**src/rtl/multicycle_ctrl.sv**
```systemverilog
// rtl/multicycle_ctrl.sv - Moore control FSM for the multicycle MIPS datapath
// Outputs depend only on state, the wait counter, and the IR fields; zero is only used in BRANCH.
module multicycle_ctrl #(
  parameter int unsigned MEM_WAIT = 1
) (
  input  logic       clk,
  input  logic       reset_n,
  input  logic [5:0] opcode,
  input  logic [5:0] funct,
  input  logic       zero,
  output logic [2:0] ULAOp,
  output logic       ALUSrcA,
  output logic [1:0] ALUSrcB,
  output logic [1:0] PCSource,
  output logic       PCWrite,
  output logic       IRWrite,
  output logic       ABWrite,
  output logic       ALUOutWrite,
  output logic       MemRead,
  output logic       MemWrite,
  output logic       IorD,
  output logic       MDRWrite,
  output logic       RegWrite,
  output logic       RegDst,
  output logic       MemtoReg,
  output logic       halted,
  output logic       illegal_op
);

  localparam logic [5:0] OP_R     = 6'h00;
  localparam logic [5:0] OP_ADDI  = 6'h08;
  localparam logic [5:0] OP_ADDIU = 6'h09;
  localparam logic [5:0] OP_ANDI  = 6'h0C;
  localparam logic [5:0] OP_SXORI = 6'h0E;
  localparam logic [5:0] OP_LW    = 6'h23;
  localparam logic [5:0] OP_SW    = 6'h2B;
  localparam logic [5:0] OP_BEQ   = 6'h04;
  localparam logic [5:0] OP_BNE   = 6'h05;
  localparam logic [5:0] OP_J     = 6'h02;
  localparam logic [5:0] FN_BREAK = 6'h0D;
  localparam logic [3:0] WAIT_LAST = 4'(MEM_WAIT);

  typedef enum logic [3:0] {
    S_FETCH, S_DECODE, S_EXEC_R, S_WB_R, S_EXEC_I, S_WB_I, S_ADDR,
    S_LW_RD, S_LW_WB, S_SW_WR, S_BRANCH, S_JUMP, S_HALT
  } state_t;

  state_t     state_q, state_d;
  logic [3:0] cnt_q, cnt_d;
  logic       mem_done;

  always_ff @(posedge clk or negedge reset_n) begin
    if (!reset_n) begin
      state_q <= S_FETCH;
      cnt_q   <= 4'd0;
    end else begin
      state_q <= state_d;
      cnt_q   <= cnt_d;
    end
  end

  assign mem_done = (cnt_q == WAIT_LAST);

  always_comb begin
    state_d     = state_q;
    cnt_d       = 4'd0;
    ULAOp       = 3'b000;
    ALUSrcA     = 1'b0;
    ALUSrcB     = 2'b00;
    PCSource    = 2'b00;
    PCWrite     = 1'b0;
    IRWrite     = 1'b0;
    ABWrite     = 1'b0;
    ALUOutWrite = 1'b0;
    MemRead     = 1'b0;
    MemWrite    = 1'b0;
    IorD        = 1'b0;
    MDRWrite    = 1'b0;
    RegWrite    = 1'b0;
    RegDst      = 1'b0;
    MemtoReg    = 1'b0;
    halted      = 1'b0;
    illegal_op  = 1'b0;
    unique case (state_q)
      S_FETCH: begin
        MemRead = 1'b1;
        ALUSrcB = 2'b01;
        if (mem_done) begin
          IRWrite = 1'b1;
          PCWrite = 1'b1;
          state_d = S_DECODE;
        end else begin
          cnt_d = cnt_q + 4'd1;
        end
      end
      S_DECODE: begin
        // Precompute the branch target into ALUOut while the opcode is decoded
        ABWrite     = 1'b1;
        ALUOutWrite = 1'b1;
        ALUSrcB     = 2'b11;
        case (opcode)
          OP_R:                                  state_d = (funct == FN_BREAK) ? S_HALT : S_EXEC_R;
          OP_ADDI, OP_ADDIU, OP_ANDI, OP_SXORI:  state_d = S_EXEC_I;
          OP_LW, OP_SW:                          state_d = S_ADDR;
          OP_BEQ, OP_BNE:                        state_d = S_BRANCH;
          OP_J:                                  state_d = S_JUMP;
          default: begin
            illegal_op = 1'b1;
            state_d    = S_FETCH;
          end
        endcase
      end
      S_EXEC_R: begin
        ALUSrcA     = 1'b1;
        ULAOp       = 3'b010;
        ALUOutWrite = 1'b1;
        state_d     = S_WB_R;
      end
      S_WB_R: begin
        RegWrite = 1'b1;
        RegDst   = 1'b1;
        state_d  = S_FETCH;
      end
      S_EXEC_I: begin
        ALUSrcA     = 1'b1;
        ALUSrcB     = 2'b10;
        ALUOutWrite = 1'b1;
        ULAOp       = (opcode == OP_ANDI)  ? 3'b011 :
                      (opcode == OP_SXORI) ? 3'b100 : 3'b000;
        state_d     = S_WB_I;
      end
      S_WB_I: begin
        RegWrite = 1'b1;
        state_d  = S_FETCH;
      end
      S_ADDR: begin
        ALUSrcA     = 1'b1;
        ALUSrcB     = 2'b10;
        ALUOutWrite = 1'b1;
        state_d     = (opcode == OP_LW) ? S_LW_RD : S_SW_WR;
      end
      S_LW_RD: begin
        MemRead = 1'b1;
        IorD    = 1'b1;
        if (mem_done) begin
          MDRWrite = 1'b1;
          state_d  = S_LW_WB;
        end else begin
          cnt_d = cnt_q + 4'd1;
        end
      end
      S_LW_WB: begin
        RegWrite = 1'b1;
        MemtoReg = 1'b1;
        state_d  = S_FETCH;
      end
      S_SW_WR: begin
        MemWrite = 1'b1;
        IorD     = 1'b1;
        if (mem_done) state_d = S_FETCH;
        else          cnt_d   = cnt_q + 4'd1;
      end
      S_BRANCH: begin
        ALUSrcA  = 1'b1;
        ULAOp    = 3'b001;
        PCSource = 2'b01;
        PCWrite  = (opcode == OP_BNE) ? ~zero : zero;
        state_d  = S_FETCH;
      end
      S_JUMP: begin
        PCSource = 2'b10;
        PCWrite  = 1'b1;
        state_d  = S_FETCH;
      end
      S_HALT: begin
        halted = 1'b1;
      end
      default: state_d = S_FETCH;
    endcase
  end

endmodule

```
**config.mk**
```make
export PLATFORM = sky130hd
export DESIGN_NAME = multicycle_ctrl
export DESIGN_NICKNAME = d
export VERILOG_FILES = /design/src/rtl/multicycle_ctrl.sv
export SDC_FILE = /design/constraint.sdc
export NUM_CORES = 1
export LEC_CHECK = 0
export CORE_MARGIN = 5
export CORE_UTILIZATION = 40
export DETAILED_ROUTE_END_ITERATION = 10
export PLACE_DENSITY = 0.74
export SETUP_SLACK_MARGIN = 0.2
export SYNTH_ARGS = -nofsm -noshare
export SYNTH_HDL_FRONTEND = slang
export SYNTH_SLANG_ARGS = --single-unit
```
**constraint.sdc**
```tcl
create_clock -name clk -period 3.3 [get_ports clk]
set_input_delay 0.66 -clock clk [delete_from_list [all_inputs] [get_ports clk]]
set_output_delay 0.66 -clock clk [all_outputs]
set_load 0.005 [all_outputs]
```
==> run summary <==
The logic depth of the worst register-to-register path was 4; the count of input and output buffers was 35. The total grt overflow was 0; the final sum of negative setup slack was 0 ns. The maximum buffer depth of the clock tree was 2. By area the synthesized netlist is led by sky130_fd_sc_hd__dfrtp_1 (21%), sky130_fd_sc_hd__nor2_1 (7.2%), sky130_fd_sc_hd__nand2_1 (4.8%). The logs give 981 for the number of global-route vias before repair and 0 for the cts-stage hold buffer count. For this design the static power due to leakage is 0.5714 nW.

The critical path is of the in2out type. The run gives 0 as the antenna violation net count after detailed routing. The run gives 4 as the length of the first detailed-routing pass in iterations.

The die area was 0.003430 mm^2. Setup violations remaining at the end of the flow were counted as 0. Summed over all nets, the half-perimeter wirelength after detailed placement is 2.236 mm.

After detailed routing, no signal wire sits above met4. The tools report the root cell of the clock tree as sky130_fd_sc_hd__clkbuf_4. The fraction of layout cells with a size suffix above 1 is 12.80%, and the slew at the pin closest to its max-slew limit is 0.6126 ns. The core region is 0.002233 mm^2.

Walking the worst path, the cells encountered are clkdlybuf4s50_1 -> buf_4 -> nor4_4 -> nand2b_1 -> o31ai_1 -> clkdlybuf4s50_1. For the final worst clock skew, the log shows 0.005794 ns. The all-layer global routing usage is 16.61%. The hold violation count in the final report came out at 0. At the end of routability-driven placement, the weighted congestion stood at 0.8102. The power per standard cell area is 540.6 mW/mm^2. The depth of the worst hold-timing path is 1, and the reg-to-reg setup timing slack is 1.42 ns.

Setup repair after global routing left no endpoint under its margin. Proportion of synthesized flip-flops having asynchronous set or reset: 100.0%. The min-delay analysis places its worst path in the category reg2reg.

The number of antenna repair diodes was 0. The per-instance average area after synthesis works out to 7.487 um^2. After synthesis the cells add up to 943.4 um^2. Final net count: 183. The cell count after synthesis came out at 126. Across all setup checks in the final design, the least slack found is 0.2515 ns.

The first global-routing pass estimated 4.540 mm of wire. For this run, design rule violations remaining after detail routing come to 0. The required time of the worst setup path is 2.64 ns, and the maximum number of pins on one net before global-route repair is 24. The number of warnings printed during yosys synthesis was 0; the routed length on met3 was 205 um. The initialized floorplan defines 17 standard-cell rows.

The tools report the synthesized netlist net count as 143. The most repeated library cell on the critical path is sky130_fd_sc_hd__clkdlybuf4s50_1. The later pin in the worst-skew pair is clocked with a latency of 0.26 ns.

The run gives 36 as the number of primary I/O pins. The worst register-to-register path ends at cnt_q[0]. The x dimension of the die was 58.57 um. Measured against its own limit, the worst slew margin works out to 59.16%.

The category of the worst setup path launch point is an input pin. The tools report the maximum frequency from static timing analysis as 328.0 MHz. After clock tree synthesis, the clock-pin slew on the worst setup and hold paths is 0.05 ns. The worst path uses 92.38% of the clock period. Dividing the detail-routed wire length by the instance count gives 15.22 um. The total detailed-routing wirelength was 2.922 mm. The initial core utilization is 42.24%. Origin of the critical flop-to-flop path: state_q[3].

STA classifies the critical path endpoint as an output pin. The tool flagged a number of max-cap violations equal to 0. Before CTS, the worst setup slack after placement is 0.03334 ns.

The total clock buffers created by CTS was 3; the top cell type's share of synthesized area was 21.22%. Sequential element share of the synthesized area: 21.22%. The worst hold path begins at cnt_q[0]. The synthesized design spends more area on one cell type than any other, namely sky130_fd_sc_hd__dfrtp_1.

The die is 58.57 um tall. The worst hold path terminates at cnt_q[0]. The final critical-path required period is 3.048 ns.

In this run, the number of DRC markers left after iteration 0 of detailed routing was 34. The most used flip-flop cell after synthesis is sky130_fd_sc_hd__dfrtp_1. The flow ran to the end, and the final reports show no timing, DRC or antenna violations.

The count of H-tree levels built during CTS is 1, and the layout overhead on the synthesized area is 47.61%. Data on the critical path arrives at its endpoint at 2.39 ns. The number of antenna violations at the first check in global routing is 0, and the number of enable-type register cells in the synthesized netlist is 0.

The slowest stage of the critical path belongs to the cell sky130_fd_sc_hd__clkdlybuf4s50_1. The detailed router placed 1113 vias in this run. Of all nets on the critical path, the largest fanout is 10.

The number of sinks driven by the clock tree was 8; the number of distinct library cells after synthesis was 48. The largest stage delay on the critical path is 0.53 ns, and the number of storage elements in the synthesis netlist is 8. The tools report the total count of max-transition violations in the final report as 0. The routed via count divided by cell count works out to 5.797.

TritonCTS built the clock tree. IR analysis of the VDD net gives a maximum drop of 0.4609 mV. For the total routed wire length on the met1 layer, the log shows 1.311 mm. The sum of met2 wire segment lengths after detailed routing came out at 1.376 mm.
through the flow:
stage | std cells | util (%) | area (um^2) | total power (W) | hold slack, ns
after global placement | 188 | 60.28 | 1346 | 0.0006656 | 0.4752
final | 192 | 62.35 | 1393 | 0.0007528 | 0.5096
after global routing | 192 | 62.35 | 1393 | 0.0008179 | 0.5236
after floorplan | 126 | - | 943.4 | 0.0004493 | 0.3644
after detailed placement | 188 | 60.28 | 1346 | 0.0006801 | 0.4964
after CTS | 191 | 61.57 | 1375 | 0.0007536 | 0.5078
where the power goes:
group	switching [W]	total, W	internal (W)
logic	0.000225	0.000487	0.000262
registers	0.0000653	0.000189	0.000124
clock network	0.0000352	0.0000770	0.0000418
metal layers:
| metal | vias to the layer above | global-route usage (%) |
|---|---|---|
| met5 | - | 0 |
| met2 | 45 | 27.75 |
| li1 | 544 | - |
| met1 | 519 | 22.38 |
| met4 | 0 | 4.967 |
| met3 | 5 | 1.754 |
logic make-up (layout without fill, tap and decap cells):
logic type               Yosys count  in the layout  synth area share (%)
AO/OA/AOI/OAI                     30             30                 24.80
XOR/XNOR                           2              2                 1.857
adder cells (fa/ha/maj)            2              2                 2.652
buffers and inverters             14             52                 6.100
flip-flops                         8              8                 21.22
multiplexers                       1              1                 1.061
AND/OR/NAND/NOR                   69             69                 42.31
cell usage after synthesis, types with 2 or more instances:
| library cell | count |
|---|---|
| sky130_fd_sc_hd__a211oi_1 | 3 |
| sky130_fd_sc_hd__a21oi_1 | 4 |
| sky130_fd_sc_hd__a32oi_1 | 2 |
| sky130_fd_sc_hd__and3_1 | 3 |
| sky130_fd_sc_hd__and4_1 | 2 |
| sky130_fd_sc_hd__and4b_1 | 2 |
| sky130_fd_sc_hd__buf_2 | 4 |
| sky130_fd_sc_hd__clkbuf_1 | 3 |
| sky130_fd_sc_hd__dfrtp_1 | 8 |
| sky130_fd_sc_hd__ha_1 | 2 |
| sky130_fd_sc_hd__inv_1 | 6 |
| sky130_fd_sc_hd__nand2_1 | 12 |
| sky130_fd_sc_hd__nand2b_1 | 4 |
| sky130_fd_sc_hd__nand3_1 | 4 |
| sky130_fd_sc_hd__nor2_1 | 18 |
| sky130_fd_sc_hd__nor2b_1 | 4 |
| sky130_fd_sc_hd__nor3_1 | 4 |
| sky130_fd_sc_hd__nor3b_1 | 2 |
| sky130_fd_sc_hd__nor4_2 | 2 |
| sky130_fd_sc_hd__o21ai_0 | 6 |
| sky130_fd_sc_hd__o2bb2ai_1 | 2 |
| sky130_fd_sc_hd__or3_1 | 2 |
| sky130_fd_sc_hd__or4b_1 | 2 |
area by class of cell:
type,count,area [um^2]
multi-input cells,104,701.9
clock buffers,3,22.52
flip-flops and latches,8,200.2
inverters,6,22.52
well taps,28,35.03
fillers,196,840.8
repair buffers,43,410.4
sequential cells by signal, summed over array words and instances, names as in the netlist:
name	cells
state_q	4
cnt_q	4
critical path, delay by kind of cell:
family / cells / cell delay [ns]
AO/OA/AOI/OAI: 1 / 0.08
buffers and inverters: 3 / 1.20
AND/OR/NAND/NOR: 2 / 0.44
what timing repair did:
item	CTS	global route
hold endpoints to repair	0	0
pin swaps	2	1
gates resized for setup	3	2
buffers inserted	0	1
setup endpoints to repair	4	3
worst max path at each step:
stage                         start        to  slack, ns
after floorplan           opcode[1]   PCWrite       0.93
after global placement    opcode[1]   PCWrite       0.08
after detailed placement  opcode[1]   PCWrite       0.03
after CTS                 opcode[4]  ULAOp[0]       0.21
after global routing      opcode[1]  ULAOp[1]       0.21
final                     opcode[1]  ULAOp[1]       0.25
layout by cell type, fill, tap and decap left out, types with 3 or more instances in the layout:
cell type                          n
sky130_fd_sc_hd__dfrtp_1           8
sky130_fd_sc_hd__inv_1             6
sky130_fd_sc_hd__buf_4             8
sky130_fd_sc_hd__o21ai_0           6
sky130_fd_sc_hd__nand2_1          12
sky130_fd_sc_hd__a211oi_1          3
sky130_fd_sc_hd__nor3_1            4
sky130_fd_sc_hd__clkbuf_4          3
sky130_fd_sc_hd__nor2b_1           4
sky130_fd_sc_hd__and3_1            3
sky130_fd_sc_hd__clkdlybuf4s50_1  32
sky130_fd_sc_hd__nor2_1           18
sky130_fd_sc_hd__nand2b_1          4
sky130_fd_sc_hd__nand3_1           4
sky130_fd_sc_hd__a21oi_1           4
Power figures use the tool's default switching activity.
